==> src/rtl/pixel_plotter.sv <==
// pixel_plotter: buffers drawer pixel requests, clips and linearises them into
// framebuffer writes, and runs a full-screen clear sweep on request.
module pixel_plotter #(
  parameter int H_RES      = 640,
  parameter int V_RES      = 480,
  parameter int COORD_W    = 11,
  parameter int ADDR_W     = 19,
  parameter int COLOR_W    = 1,
  parameter int FIFO_DEPTH = 8
) (
  input  logic               clk,
  input  logic               reset,
  input  logic               px_valid,
  output logic               px_ready,
  input  logic [COORD_W-1:0] px_x,
  input  logic [COORD_W-1:0] px_y,
  input  logic [COLOR_W-1:0] px_color,
  input  logic               clear_req,
  input  logic [COLOR_W-1:0] clear_color,
  output logic               busy,
  output logic               dropped,
  output logic               clear_done,
  output logic               fb_we,
  output logic [ADDR_W-1:0]  fb_addr,
  output logic [COLOR_W-1:0] fb_wdata,
  input  logic               fb_grant,
  output logic [1:0]         dbg_state
);

  localparam int PTR_W   = $clog2(FIFO_DEPTH);
  localparam int ENTRY_W = ADDR_W + COLOR_W;

  localparam logic [COORD_W-1:0] X_LIM     = COORD_W'(H_RES);
  localparam logic [COORD_W-1:0] Y_LIM     = COORD_W'(V_RES);
  localparam logic [ADDR_W-1:0]  H_MUL     = ADDR_W'(H_RES);
  localparam logic [ADDR_W-1:0]  LAST_ADDR = ADDR_W'(H_RES * V_RES - 1);

  localparam logic [1:0] S_IDLE  = 2'd0;
  localparam logic [1:0] S_PLOT  = 2'd1;
  localparam logic [1:0] S_CLEAR = 2'd2;

  // Handshake: a request transfers on the clk edge where px_valid & px_ready are both
  // high; px_ready depends only on flops, so drawers may hold px_valid until it rises.

  logic [1:0]         state_q, state_d;
  logic [PTR_W-1:0]   wr_ptr_q, wr_ptr_d;
  logic [PTR_W-1:0]   rd_ptr_q, rd_ptr_d;
  logic [ENTRY_W-1:0] mem_q [FIFO_DEPTH];
  logic               fb_we_q, fb_we_d;
  logic [ADDR_W-1:0]  fb_addr_q, fb_addr_d;
  logic [COLOR_W-1:0] fb_wdata_q, fb_wdata_d;
  logic               clear_pending_q, clear_pending_d;
  logic [COLOR_W-1:0] clear_color_q, clear_color_d;
  logic               dropped_q, dropped_d;
  logic               init_q, init_d;

  logic               fifo_empty;
  logic               fifo_full;
  logic               on_screen;
  logic               accept;
  logic               push;
  logic               pop;
  logic               out_free;
  logic               start_clear;
  logic               clear_take;
  logic [ADDR_W-1:0]  px_addr;
  logic [ENTRY_W-1:0] head;

  // Pointer-only ring: one slot always stays unused, so it holds FIFO_DEPTH-1 entries.
  assign fifo_empty = (wr_ptr_q == rd_ptr_q);
  assign fifo_full  = ((wr_ptr_q + PTR_W'(1)) == rd_ptr_q);
  assign head       = mem_q[rd_ptr_q];

  assign on_screen = (px_x < X_LIM) && (px_y < Y_LIM);
  assign px_addr   = ADDR_W'(px_y) * H_MUL + ADDR_W'(px_x);

  assign px_ready   = init_q & ~fifo_full & ~clear_pending_q & (state_q != S_CLEAR);
  assign accept     = px_valid & px_ready;
  assign push       = accept & on_screen;
  assign out_free   = ~fb_we_q | fb_grant;
  assign clear_take = clear_req & ~clear_pending_q & (state_q != S_CLEAR);

  always_comb begin
    state_d         = state_q;
    wr_ptr_d        = wr_ptr_q;
    rd_ptr_d        = rd_ptr_q;
    fb_we_d         = fb_we_q;
    fb_addr_d       = fb_addr_q;
    fb_wdata_d      = fb_wdata_q;
    clear_pending_d = clear_pending_q;
    clear_color_d   = clear_color_q;
    dropped_d       = accept & ~on_screen;
    init_d          = 1'b1;
    pop             = 1'b0;
    start_clear     = 1'b0;

    if (push) begin
      wr_ptr_d = wr_ptr_q + PTR_W'(1);
    end

    case (state_q)
      S_IDLE: begin
        if (!fifo_empty) begin
          state_d = S_PLOT;
        end else if (clear_pending_q) begin
          start_clear = 1'b1;
        end
      end
      S_PLOT: begin
        if (out_free) begin
          if (!fifo_empty) begin
            pop = 1'b1;
          end else if (clear_pending_q) begin
            start_clear = 1'b1;
          end else begin
            fb_we_d = 1'b0;
            state_d = S_IDLE;
          end
        end
      end
      S_CLEAR: begin
        // The sweep address only moves on granted cycles, so no location is skipped.
        if (fb_grant) begin
          if (fb_addr_q == LAST_ADDR) begin
            fb_we_d = 1'b0;
            state_d = S_IDLE;
          end else begin
            fb_addr_d = fb_addr_q + ADDR_W'(1);
          end
        end
      end
      default: begin
        state_d = S_IDLE;
        fb_we_d = 1'b0;
      end
    endcase

    if (pop) begin
      rd_ptr_d                = rd_ptr_q + PTR_W'(1);
      {fb_addr_d, fb_wdata_d} = head;
      fb_we_d                 = 1'b1;
    end

    if (start_clear) begin
      state_d         = S_CLEAR;
      fb_we_d         = 1'b1;
      fb_addr_d       = '0;
      fb_wdata_d      = clear_color_q;
      clear_pending_d = 1'b0;
    end

    if (clear_take) begin
      clear_pending_d = 1'b1;
      clear_color_d   = clear_color;
    end
  end

  always_ff @(posedge clk or negedge reset) begin
    if (!reset) begin
      state_q         <= S_IDLE;
      wr_ptr_q        <= '0;
      rd_ptr_q        <= '0;
      fb_we_q         <= 1'b0;
      fb_addr_q       <= '0;
      fb_wdata_q      <= '0;
      clear_pending_q <= 1'b0;
      clear_color_q   <= '0;
      dropped_q       <= 1'b0;
      init_q          <= 1'b0;
    end else begin
      state_q         <= state_d;
      wr_ptr_q        <= wr_ptr_d;
      rd_ptr_q        <= rd_ptr_d;
      fb_we_q         <= fb_we_d;
      fb_addr_q       <= fb_addr_d;
      fb_wdata_q      <= fb_wdata_d;
      clear_pending_q <= clear_pending_d;
      clear_color_q   <= clear_color_d;
      dropped_q       <= dropped_d;
      init_q          <= init_d;
    end
  end

  // Storage needs no reset: entries are only read between the pointers.
  always_ff @(posedge clk) begin
    if (push) begin
      mem_q[wr_ptr_q] <= {px_addr, px_color};
    end
  end

  assign fb_we      = fb_we_q;
  assign fb_addr    = fb_addr_q;
  assign fb_wdata   = fb_wdata_q;
  assign dropped    = dropped_q;
  assign clear_done = (state_q == S_CLEAR) & fb_we_q & fb_grant & (fb_addr_q == LAST_ADDR);
  assign busy       = clear_pending_q | (state_q != S_IDLE) | ~fifo_empty | fb_we_q;
  assign dbg_state  = state_q;

endmodule
==> config.mk <==
export PLATFORM = sky130hd
export DESIGN_NAME = pixel_plotter
export DESIGN_NICKNAME = d
export VERILOG_FILES = /design/src/rtl/pixel_plotter.sv
export SDC_FILE = /design/constraint.sdc
export NUM_CORES = 1
export LEC_CHECK = 0
export CORE_AREA = 2 2 151 153
export CTS_BUF_LIST = sky130_fd_sc_hd__clkbuf_2
export DETAILED_ROUTE_END_ITERATION = 8
export DIE_AREA = 0 0 153 155
export HOLD_SLACK_MARGIN = 0.03
export MAX_ROUTING_LAYER = met4
export PLACE_DENSITY_LB_ADDON = 0.08
export SYNTH_ARGS = -nofsm -noshare
export SYNTH_HDL_FRONTEND = slang
export SYNTH_SLANG_ARGS = --single-unit
==> constraint.sdc <==
create_clock -name clk -period 4 [get_ports clk]
set_input_delay 0.8 -clock clk [delete_from_list [all_inputs] [get_ports clk]]
set_output_delay 0.8 -clock clk [all_outputs]
set_load 0.01 [all_outputs]
==> flow_summary.json, run 1 <==
{
  "yosys_warnings": 0,
  "syn-mean-instance-area_um2": 16.3,
  "hold_slack_ps": 508,
  "final.setup.worst_slack_ps": 210,
  "pwr_density_cell_nw_per_um2": 394,
  "timing.rr.start": "wr_ptr_q[0]$_DFFE_PN0P_",
  "detail_route.wl_per_cell_um": 21.1,
  "vias_in_the_first_global_route": 4960,
  "arrival_ps": 2990,
  "final-setup-viol-count": 0,
  "place.port_buffers": 55,
  "synth.net_count": 587,
  "post-synth-top-count-cell": "sky130_fd_sc_hd__edfxtp_1",
  "die_area_um2": 23700,
  "final_worst_path_period_share_pct": 94.7,
  "synthAdderAreaFrac_pct": 3.92,
  "r2r_cells": 7,
  "antenna_found_initial": 1,
  "cts.htree.levels": 4,
  "outcome": "finished clean",
  "critPathKind": "flop to output port",
  "ys_dominant_reg_cell": "sky130_fd_sc_hd__edfxtp_1",
  "timing.hold.worst_endpoint": "fb_wdata$_DFFE_PN0P_",
  "floorplan.initialDensity_pct": 39.0,
  "clockBufferDepth": 2,
  "synth.ff_latch_count": 193,
  "clk_transition_reported_paths_ps": 310,
  "worst-endpoint-required_ps": 3200,
  "post_synth_num_cell_types": 62,
  "skew_ps": 31.9,
  "yosys.area.top_type": "sky130_fd_sc_hd__edfxtp_1",
  "place.gp.congestion": 0.821,
  "async_set_or_reset_register_ratio_after_synthesis_pct": 17.1,
  "final_nets": 665,
  "post_synth_mux_area_share_pct": 13.0,
  "min-delay-start": "clear_color_q$_DFFE_PN0P_",
  "dr_drc_count": 0,
  "drt.antenna.violating_nets": 0,
  "detailedRoute.firstIterationViolations": 281,
  "design.portCount": 56,
  "grt_start_max_net_pins": 43,
  "final_report_max_slew_violation_count": 0,
  "chipHeight_um": 155,
  "grt_overflow_total": 0,
  "grt_setup_unrepaired": "false",
  "period_needed_ps": 3790,
  "drt-total-wl_um": 19200,
  "syn_inst": 532,
  "max-cap-violations": 0,
  "detailedRoute.firstPassIterationCount": 4,
  "tritoncts_num_sinks": 193,
  "finalHoldViolations": 0,
  "crit_fanout": 10,
  "endpoint_kind": "output port",
  "yosys.area_share.simple_pct": 6.86,
  "synth_xor_xnor_area_share_pct": 4.11,
  "synth-seq-area-share_pct": 64.9,
  "worst_ir_drop_vdd_mv": 0.162,
  "maxSlewHeadroom_pct": 29.8,
  "hp-class": "flop to flop",
  "tightest_slew_ps": 1050,
  "place_worst_setup_slack_ps": -67.2,
  "first_pass_grt_wire_length_um": 29700,
  "start_kind": "flop",
  "synth_enable_flop_cells": 160,
  "r2r_end": "mem_q[1][16]$_DFFE_PP_",
  "synth.top_cells.by_count": "sky130_fd_sc_hd__edfxtp_1, sky130_fd_sc_hd__mux4_2, sky130_fd_sc_hd__dfrtp_1, sky130_fd_sc_hd__xnor2_1, sky130_fd_sc_hd__a21oi_1",
  "cts_tree": "yes",
  "r2r_setup_slack_ps": 990,
  "rows": 55,
  "leakage_power_nw": 3.38,
  "cts_root_buffer": "sky130_fd_sc_hd__clkbuf_2",
  "num_vias": 4849,
  "core_area_um2": 22200,
  "hpwlAfterDp_um": 12500,
  "synth-compound-area-share_pct": 5.46,
  "hold_path_depth": 2,
  "cts_inserted_buffers": 17,
  "globalRouteTotalUtil_pct": 17.4,
  "vias_per_cell": 5.33,
  "hold_buffers": 0,
  "ys_top_cells_by_area": "sky130_fd_sc_hd__edfxtp_1, sky130_fd_sc_hd__mux4_2, sky130_fd_sc_hd__dfrtp_1",
  "combinational_family_with_the_most_area_after_synthesis": "multiplexers",
  "yosys.area.top_type_share_pct": 55.4,
  "synth_to_final_area_change_pct": 15.7,
  "floorplan.die.width_um": 153,
  "post_synth_instance_area_um2": 8680,
  "worst_skew_pair.late_latency_ps": 770,
  "timing.fmax_mhz": 264,
  "drive_above_1_share_pct": 22.3
}
-- how the worst max path moves through the flow --
stage / start / endpoint / slack (ps) / depth (start not counted)
2_1_floorplan: wr_ptr_q[0]$_DFFE_PN0P_ / mem_q[6][0]$_DFFE_PP_ / 470 / 7
3_3_place_gp: px_y[1] / mem_q[3][18]$_DFFE_PP_ / 60 / 10
3_5_place_dp: px_y[1] / mem_q[2][18]$_DFFE_PP_ / -70 / 10
4_1_cts: fb_addr[2]$_DFFE_PN0P_ / clear_done / 30 / 6
5_1_grt: fb_addr[7]$_DFFE_PN0P_ / clear_done / 6 / 6
6_report: wr_ptr_q[0]$_DFFE_PN0P_ / px_ready / 210 / 4
-- placed cells by master, fill, tap and decap left out, types with 9 or more instances in the layout --
cell type and instances:
sky130_fd_sc_hd__nand2_1 23, sky130_fd_sc_hd__a21oi_1 25, sky130_fd_sc_hd__buf_4 26, sky130_fd_sc_hd__clkbuf_2 17, sky130_fd_sc_hd__mux4_2 40, sky130_fd_sc_hd__clkdlybuf4s50_1 55
sky130_fd_sc_hd__inv_1 9, sky130_fd_sc_hd__xnor2_1 26, sky130_fd_sc_hd__dfrtp_1 28, sky130_fd_sc_hd__nand3_1 11, sky130_fd_sc_hd__ha_1 24, sky130_fd_sc_hd__mux2_2 16
sky130_fd_sc_hd__xor2_1 12, sky130_fd_sc_hd__edfxtp_1 160, sky130_fd_sc_hd__nor2_1 11, sky130_fd_sc_hd__o21ai_0 24
-- layer usage --
metal / part of all wire, % / GRT usage (%)
met4: 0.69 / 4.10
met3: 3.5 / 3.26
met2: 50 / 28.2
met5: 0 / -
met1: 46 / 23.0
-- cell families (layout without fill, tap and decap cells) --
family                     after synthesis  in the layout
DFF                                    193            193
and+or+nand+nor                        106            106
other                                    1              2
AOI/OAI and AO/OA                       75             75
muxes                                   60             60
adders and majority gates               26             26
buffers and inverters                   32            123
xor gates and xnor gates                39             39
-- flip-flops by register name, indices dropped and copies added, names as in the netlist --
signal,cells
mem_q,160
fb_addr,19
rd_ptr_q,3
wr_ptr_q,3
dbg_state,2
clear_color_q,1
clear_pending_q,1
dropped,1
fb_wdata,1
fb_we,1
init_q,1
-- report_power, final --
part           total [mW]  switching, mW  internal [mW]
Sequential           2.33         0.0412           2.29
Clock                1.12          0.726          0.390
Combinational       0.505          0.274          0.230
-- through the flow --
step           setup TNS, ps  area, µm²  total power [mW]  utilization (%)  std cells
5_1_grt                    0      10000              4.13             45.2        909
2_1_floorplan              0       8680              2.63                -        532
3_5_place_dp            -832       9690              2.85             43.6        872
6_report                   0      10000              3.95             45.2        909
3_3_place_gp               0       9690              2.83             43.6        872
4_1_cts                    0      10000              3.97             45.0        904
-- worst max-delay path, cell delays in order, from the launching register on --
cell and delay, ps:
sky130_fd_sc_hd__dfrtp_1 740, sky130_fd_sc_hd__ha_1 350, sky130_fd_sc_hd__xnor2_1 170, sky130_fd_sc_hd__a311oi_4 370
sky130_fd_sc_hd__clkdlybuf4s50_1 600
-- timing repair --
action,in CTS,in global routing
endpoints found under the setup margin,0,1
resized for setup,0,5
buffers inserted,0,4
-- layout make-up --
type / count / area, µm²
fillers: 1982 / 12200
flip-flops and latches: 193 / 5640
multi-input cells: 307 / 2940
repair buffers: 82 / 766
well taps: 285 / 357
clock inverters: 15 / 219
clock buffers: 17 / 85.1
inverters: 9 / 33.8
diodes: 1 / 2.50
(Power assumes the default switching activity.)
==> inputs of run 2 (changes only) <==
--- a/config.mk
+++ b/config.mk
@@ -11,7 +11,7 @@
 export DIE_AREA = 0 0 153 155
 export HOLD_SLACK_MARGIN = 0.03
 export MAX_ROUTING_LAYER = met4
-export PLACE_DENSITY_LB_ADDON = 0.08
+export PLACE_DENSITY = 0.63
 export SYNTH_ARGS = -nofsm -noshare
 export SYNTH_HDL_FRONTEND = slang
 export SYNTH_SLANG_ARGS = --single-unit
==> run 2 against run 1 <==
  * Wire length is 10% lower
  * Via count is 1.9% lower
  * Total power is 8.8% lower
  * Critical path depth is 2 higher
  * Combinational power is 10% lower
  * Worst setup slack better by 96 ps
  * Sequential share of layout area is 1.3 points higher
  * Global-route usage is 1.7 points lower
  * Clock skew is 13 ps higher
  * Core utilization is 1.0 points lower
  * Design area is 2.3% lower
  * Hold slack worse by 53 ps
  * Largest cell class unchanged
==> flow_summary.json, run 2 (synthesized netlist as in run 1, its figures left out) <==
{
  "outcome": "finished clean",
  "place.port_buffers": 55,
  "max-cap-violations": 0,
  "core_area_um2": 22200,
  "maxUsedRoutingLayer": "met4",
  "chipHeight_um": 155,
  "final_report_max_slew_violation_count": 0,
  "final_nets": 654,
  "arrival_ps": 2890,
  "skew_ps": 44.7,
  "final-setup-viol-count": 0,
  "layout_commonest_cell": "sky130_fd_sc_hd__edfxtp_1",
  "intPower_mw": 2.71,
  "tightest_slew_ps": 847,
  "hp-class": "input pin to asynchronous set/reset pin",
  "p_seq_share_pct": 64.8,
  "pwr-share-comb_pct": 12.6,
  "cell_by_cell_trace_of_the_critical_path": "ha_1 > nand3_1 > nor3_2 > and2_1 > and3_1 > clkdlybuf4s50_1",
  "num_vias": 4758,
  "worst-endpoint-required_ps": 3200,
  "met1Wirelength_um": 7870,
  "dp_cells": 865,
  "clockBufferDepth": 2,
  "start_kind": "flop",
  "largest_stage_delay_worst_path_ps": 530,
  "drive_above_1_share_pct": 20.0,
  "netSwitchingPower_uw": 895,
  "place.gp.congestion": 0.876,
  "worst_path_max_delay_cell": "sky130_fd_sc_hd__clkdlybuf4s50_1",
  "crit_fanout": 5,
  "most-common-layout-cells": "sky130_fd_sc_hd__edfxtp_1, sky130_fd_sc_hd__clkdlybuf4s50_1, sky130_fd_sc_hd__mux4_2, sky130_fd_sc_hd__dfrtp_1, sky130_fd_sc_hd__xnor2_1",
  "critPathKind": "flop to output port",
  "dr_wl_met3_um": 878,
  "design.portCount": 56,
  "endpoint_kind": "output port",
  "floorplan.initialDensity_pct": 39.0,
  "synth_to_final_area_change_pct": 13.0,
  "fin_setup_tns_ps": 0,
  "final_worst_path_period_share_pct": 92.4,
  "hpwlAfterDp_um": 11100,
  "clockPowerShare_pct": 22.6,
  "detail_route.wl_per_cell_um": 19.3,
  "detailedRoute.firstIterationViolations": 333,
  "vias_in_the_first_global_route": 4950,
  "timing.fmax_mhz": 271,
  "tritoncts_num_sinks": 193,
  "clk_transition_reported_paths_ps": 250,
  "floorplan.die.width_um": 153,
  "r2r_setup_slack_ps": 1100,
  "period_needed_ps": 3690,
  "met2WireLength_um": 8320,
  "drt-total-wl_um": 17200,
  "first_pass_grt_wire_length_um": 27400,
  "worst_ir_drop_vdd_mv": 0.131,
  "cts_root_buffer": "sky130_fd_sc_hd__clkbuf_2",
  "cts.htree.levels": 4,
  "largest-register": "mem_q",
  "grt_overflow_total": 0,
  "netSwitchingFraction_pct": 24.8,
  "max_ffs_per_register": 160,
  "fin_total_pwr_mw": 3.60,
  "die_area_um2": 23700,
  "drt.antenna.violating_nets": 0,
  "globalRouteTotalUtil_pct": 15.6,
  "worst_skew_pair.late_latency_ps": 700,
  "maxSlewHeadroom_pct": 43.6,
  "cts_tree": "yes",
  "cts_inserted_buffers": 17,
  "post_layout_nonfiller_instances": 895,
  "dr_drc_count": 0,
  "hold_slack_ps": 454,
  "detailedRoute.firstPassIterationCount": 5,
  "r2r_end": "mem_q[2][19]$_DFFE_PP_",
  "timing.rr.start": "wr_ptr_q[0]$_DFFE_PN0P_",
  "antenna_found_initial": 1,
  "cts_setup_buffers": 0,
  "pwr_density_cell_nw_per_um2": 367,
  "finalHoldViolations": 0,
  "r2r_cells": 7,
  "rows": 55,
  "vias_per_cell": 5.32,
  "grt_start_max_net_pins": 43,
  "leakage_power_nw": 3.26
}
[run 2: changes by cell type in the layout (fill, tap and decap cells not counted), moves of 2 or more]
cell	before	now
sky130_fd_sc_hd__inv_8	5	0
sky130_fd_sc_hd__clkbuf_2	17	19
sky130_fd_sc_hd__bufinv_16	3	1
sky130_fd_sc_hd__nor3b_4	2	0
sky130_fd_sc_hd__clkinv_2	1	3
sky130_fd_sc_hd__nor3b_2	2	4
sky130_fd_sc_hd__clkinv_8	2	0
sky130_fd_sc_hd__inv_6	3	1
sky130_fd_sc_hd__clkinvlp_4	0	2
sky130_fd_sc_hd__buf_4	26	16
sky130_fd_sc_hd__dfrtp_2	5	2
sky130_fd_sc_hd__dfrtp_1	28	31
[run 2: critical path, delay by kind of cell, from the launching register on]
kind	cells	cell delay, ps
adders and majority gates	1	260
DFF	1	500
and+or+nand+nor	4	910
buffers and inverters	1	530
[run 2: worst max-delay path by stage]
stage | from | end | depth (start not counted)
after floorplan | wr_ptr_q[0]$_DFFE_PN0P_ | mem_q[6][0]$_DFFE_PP_ | 7
after global placement | px_y[1] | mem_q[4][19]$_DFFE_PP_ | 10
after detailed placement | px_y[1] | mem_q[4][18]$_DFFE_PP_ | 10
after CTS | fb_addr[2]$_DFFE_PN0P_ | clear_done | 6
after global routing | fb_addr[2]$_DFFE_PN0P_ | clear_done | 6
final | fb_addr[0]$_DFFE_PN0P_ | clear_done | 6
[run 2: stage by stage]
step / util, % / setup WS [ps] / cell area, µm²
after floorplan: - / 473 / 8680
after CTS: 44.1 / 86.1 / 9800
after detailed placement: 43.3 / 32.4 / 9610
after global routing: 44.1 / -25.9 / 9810
after global placement: 43.3 / 155 / 9610
final: 44.1 / 306 / 9810
[run 2: power groups by stage]
stage	Sequential [mW]	Combinational, mW	Clock [mW]
floorplan	2.38	0.246	0
global placement	2.38	0.438	0
detailed placement	2.38	0.454	0
CTS	2.33	0.456	0.844
global route	2.35	0.505	0.931
finish	2.34	0.453	0.814
[run 2: final cells by class]
| cell class | count | area (µm²) |
|---|---|---|
| timing repair buffer | 71 | 671 |
| inverter | 9 | 33.8 |
| clock inverter | 10 | 91.3 |
| sequential | 193 | 5630 |
| multi-input combinational | 307 | 2930 |
| fill | 1981 | 12400 |
| clock buffer | 19 | 95.1 |
| antenna | 1 | 2.50 |
| tap | 285 | 357 |
[run 2: metal layers]
metal / GRT usage [%] / vias to the layer above
li1: - / 2218
met1: 20.4 / 2398
met2: 25.3 / 130
met3: 3.09 / 12
met4: 4.45 / 0
met5: - / -
[run 2: repair_timing]
item / 4_1_cts / 5_1_grt
gates resized for setup: 0 / 2
hold buffers: 0 / 0
setup endpoints to repair: 0 / 1
==> inputs of run 3 (changes only) <==
--- a/config.mk
+++ b/config.mk
@@ -11,7 +11,7 @@
 export DIE_AREA = 0 0 153 155
 export HOLD_SLACK_MARGIN = 0.03
 export MAX_ROUTING_LAYER = met4
-export PLACE_DENSITY = 0.63
+export PLACE_DENSITY = 0.68
 export SYNTH_ARGS = -nofsm -noshare
 export SYNTH_HDL_FRONTEND = slang
 export SYNTH_SLANG_ARGS = --single-unit
==> run 3 against run 2 <==
  * Clock skew shrank 11 ps
  * Count of clock-buffer cells in the layout shrank 1
  * Non-clock buffer count grew 2
  * Design area grew 0.51%
  * Largest power group unchanged
==> flow_summary.json, run 3 (synthesized netlist as in run 1, its figures left out) <==
{
  "outcome": "finished clean",
  "rows": 55,
  "tritoncts_num_sinks": 193,
  "timing.fmax_mhz": 266,
  "cts_root_buffer": "sky130_fd_sc_hd__clkbuf_2",
  "detailedRoute.firstPassIterationCount": 4,
  "drt.antenna.violating_nets": 0,
  "die_area_um2": 23700,
  "worst-endpoint-required_ps": 3200,
  "maxSlewHeadroom_pct": 22.3,
  "fillerInstances": 1946,
  "drt-total-wl_um": 17600,
  "dr_drc_count": 0,
  "tightest_slew_ps": 1160,
  "final.setup.worst_slack_ps": 244,
  "fin_total_pwr_mw": 3.67,
  "max-cap-violations": 0,
  "most-common-layout-cells": "sky130_fd_sc_hd__edfxtp_1, sky130_fd_sc_hd__clkdlybuf4s50_1, sky130_fd_sc_hd__mux4_2, sky130_fd_sc_hd__xnor2_1, sky130_fd_sc_hd__dfrtp_1",
  "leakage_power_nw": 3.27,
  "start_kind": "flop",
  "worst_ir_drop_vdd_mv": 0.182,
  "hold_buffers": 0,
  "grt_setup_unrepaired": "false",
  "floorplan.initialDensity_pct": 39.0,
  "clk_transition_reported_paths_ps": 280,
  "finalCoreUtilization_pct": 44.4,
  "final_nets": 656,
  "multi_input_area_um2": 2930,
  "drive_above_1_share_pct": 21.7,
  "grt_overflow_total": 0,
  "first_pass_grt_wire_length_um": 28100,
  "chipHeight_um": 155,
  "cts_tree": "yes",
  "vias_per_cell": 5.37,
  "cts.htree.levels": 4,
  "grt_start_max_net_pins": 43,
  "place.port_buffers": 55,
  "hp-class": "flop to flop",
  "sequential_cell_area_um2": 5640,
  "skew_ps": 33.4,
  "dp_cells": 865,
  "design.portCount": 56,
  "num_vias": 4835,
  "floorplan.die.width_um": 153,
  "arrival_ps": 2960,
  "pwr_density_cell_nw_per_um2": 373,
  "globalRouteTotalUtil_pct": 15.8,
  "vias_in_the_first_global_route": 5008,
  "hold_slack_ps": 521,
  "worst_skew_pair.late_latency_ps": 750,
  "final_worst_path_period_share_pct": 93.9,
  "finalHoldViolations": 0,
  "largest-register": "mem_q",
  "detail_route.wl_per_cell_um": 19.5,
  "crit_fanout": 7,
  "fin_setup_tns_ps": 0,
  "synth_to_final_area_change_pct": 13.6,
  "hpwlAfterDp_um": 11500,
  "core_area_um2": 22200,
  "max_ffs_per_register": 160,
  "critPathKind": "flop to output port",
  "stdcell_area_um2": 9860,
  "final-setup-viol-count": 0,
  "post_layout_nonfiller_instances": 900,
  "antenna_found_initial": 1,
  "place_worst_setup_slack_ps": -12.2,
  "final_report_max_slew_violation_count": 0,
  "endpoint_kind": "output port",
  "period_needed_ps": 3760,
  "cts_inserted_buffers": 17,
  "place.gp.congestion": 0.861,
  "clockBufferDepth": 2,
  "place_area_um2": 9610,
  "layout_commonest_cell": "sky130_fd_sc_hd__edfxtp_1",
  "detailedRoute.firstIterationViolations": 260
}
-- run 3: area by class of cell --
class,instances,share of cell area [%]
flip-flops and latches,193,57.2
diodes,1,0.0254
clock inverters,14,1.22
multi-input cells,307,29.7
clock buffers,18,0.914
repair buffers,73,6.95
well taps,285,3.62
inverters,9,0.343
-- run 3: where the power goes --
group	switching, mW	leakage, nW	internal [mW]
logic	0.257	1.28	0.212
registers	0.0484	1.87	2.29
clock network	0.679	0.126	0.186
-- run 3: worst paths after layout --
path	slack, ps	cells after the start	start	to
setup / recovery	240	6	fb_addr[9]$_DFFE_PN0P_	clear_done
hold / removal	520	2	clear_color_q$_DFFE_PN0P_	fb_wdata$_DFFE_PN0P_
setup reg to reg	780	8	wr_ptr_q[0]$_DFFE_PN0P_	mem_q[5][18]$_DFFE_PP_
hold reg to reg	520	2	clear_color_q$_DFFE_PN0P_	fb_wdata$_DFFE_PN0P_
max in group asynchronous	2580	2	reset	fb_addr[15]$_DFFE_PN0P_
min in group asynchronous	620	1	reset	fb_addr[5]$_DFFE_PN0P_
-- run 3: worst max-delay path, cell delays in order, from the launching register on --
cell	delay (ps)
sky130_fd_sc_hd__dfrtp_1	500
sky130_fd_sc_hd__nand3_1	150
sky130_fd_sc_hd__or2_0	390
sky130_fd_sc_hd__nor3_2	290
sky130_fd_sc_hd__and2_1	190
sky130_fd_sc_hd__and3_1	150
sky130_fd_sc_hd__clkdlybuf4s50_1	530
-- run 3: metal layers --
layer	share of wire (%)	wire length (µm)	global-route usage, %
met4	1.1	193	4.06
met1	45	7960	20.7
met2	49	8570	25.6
met5	0	0	-
met3	4.8	834	3.23
-- run 3: repair_timing --
action                     4_1_cts  5_1_grt
buffers inserted                 0        2
gates resized for setup          0        8
setup endpoints to repair        0        2
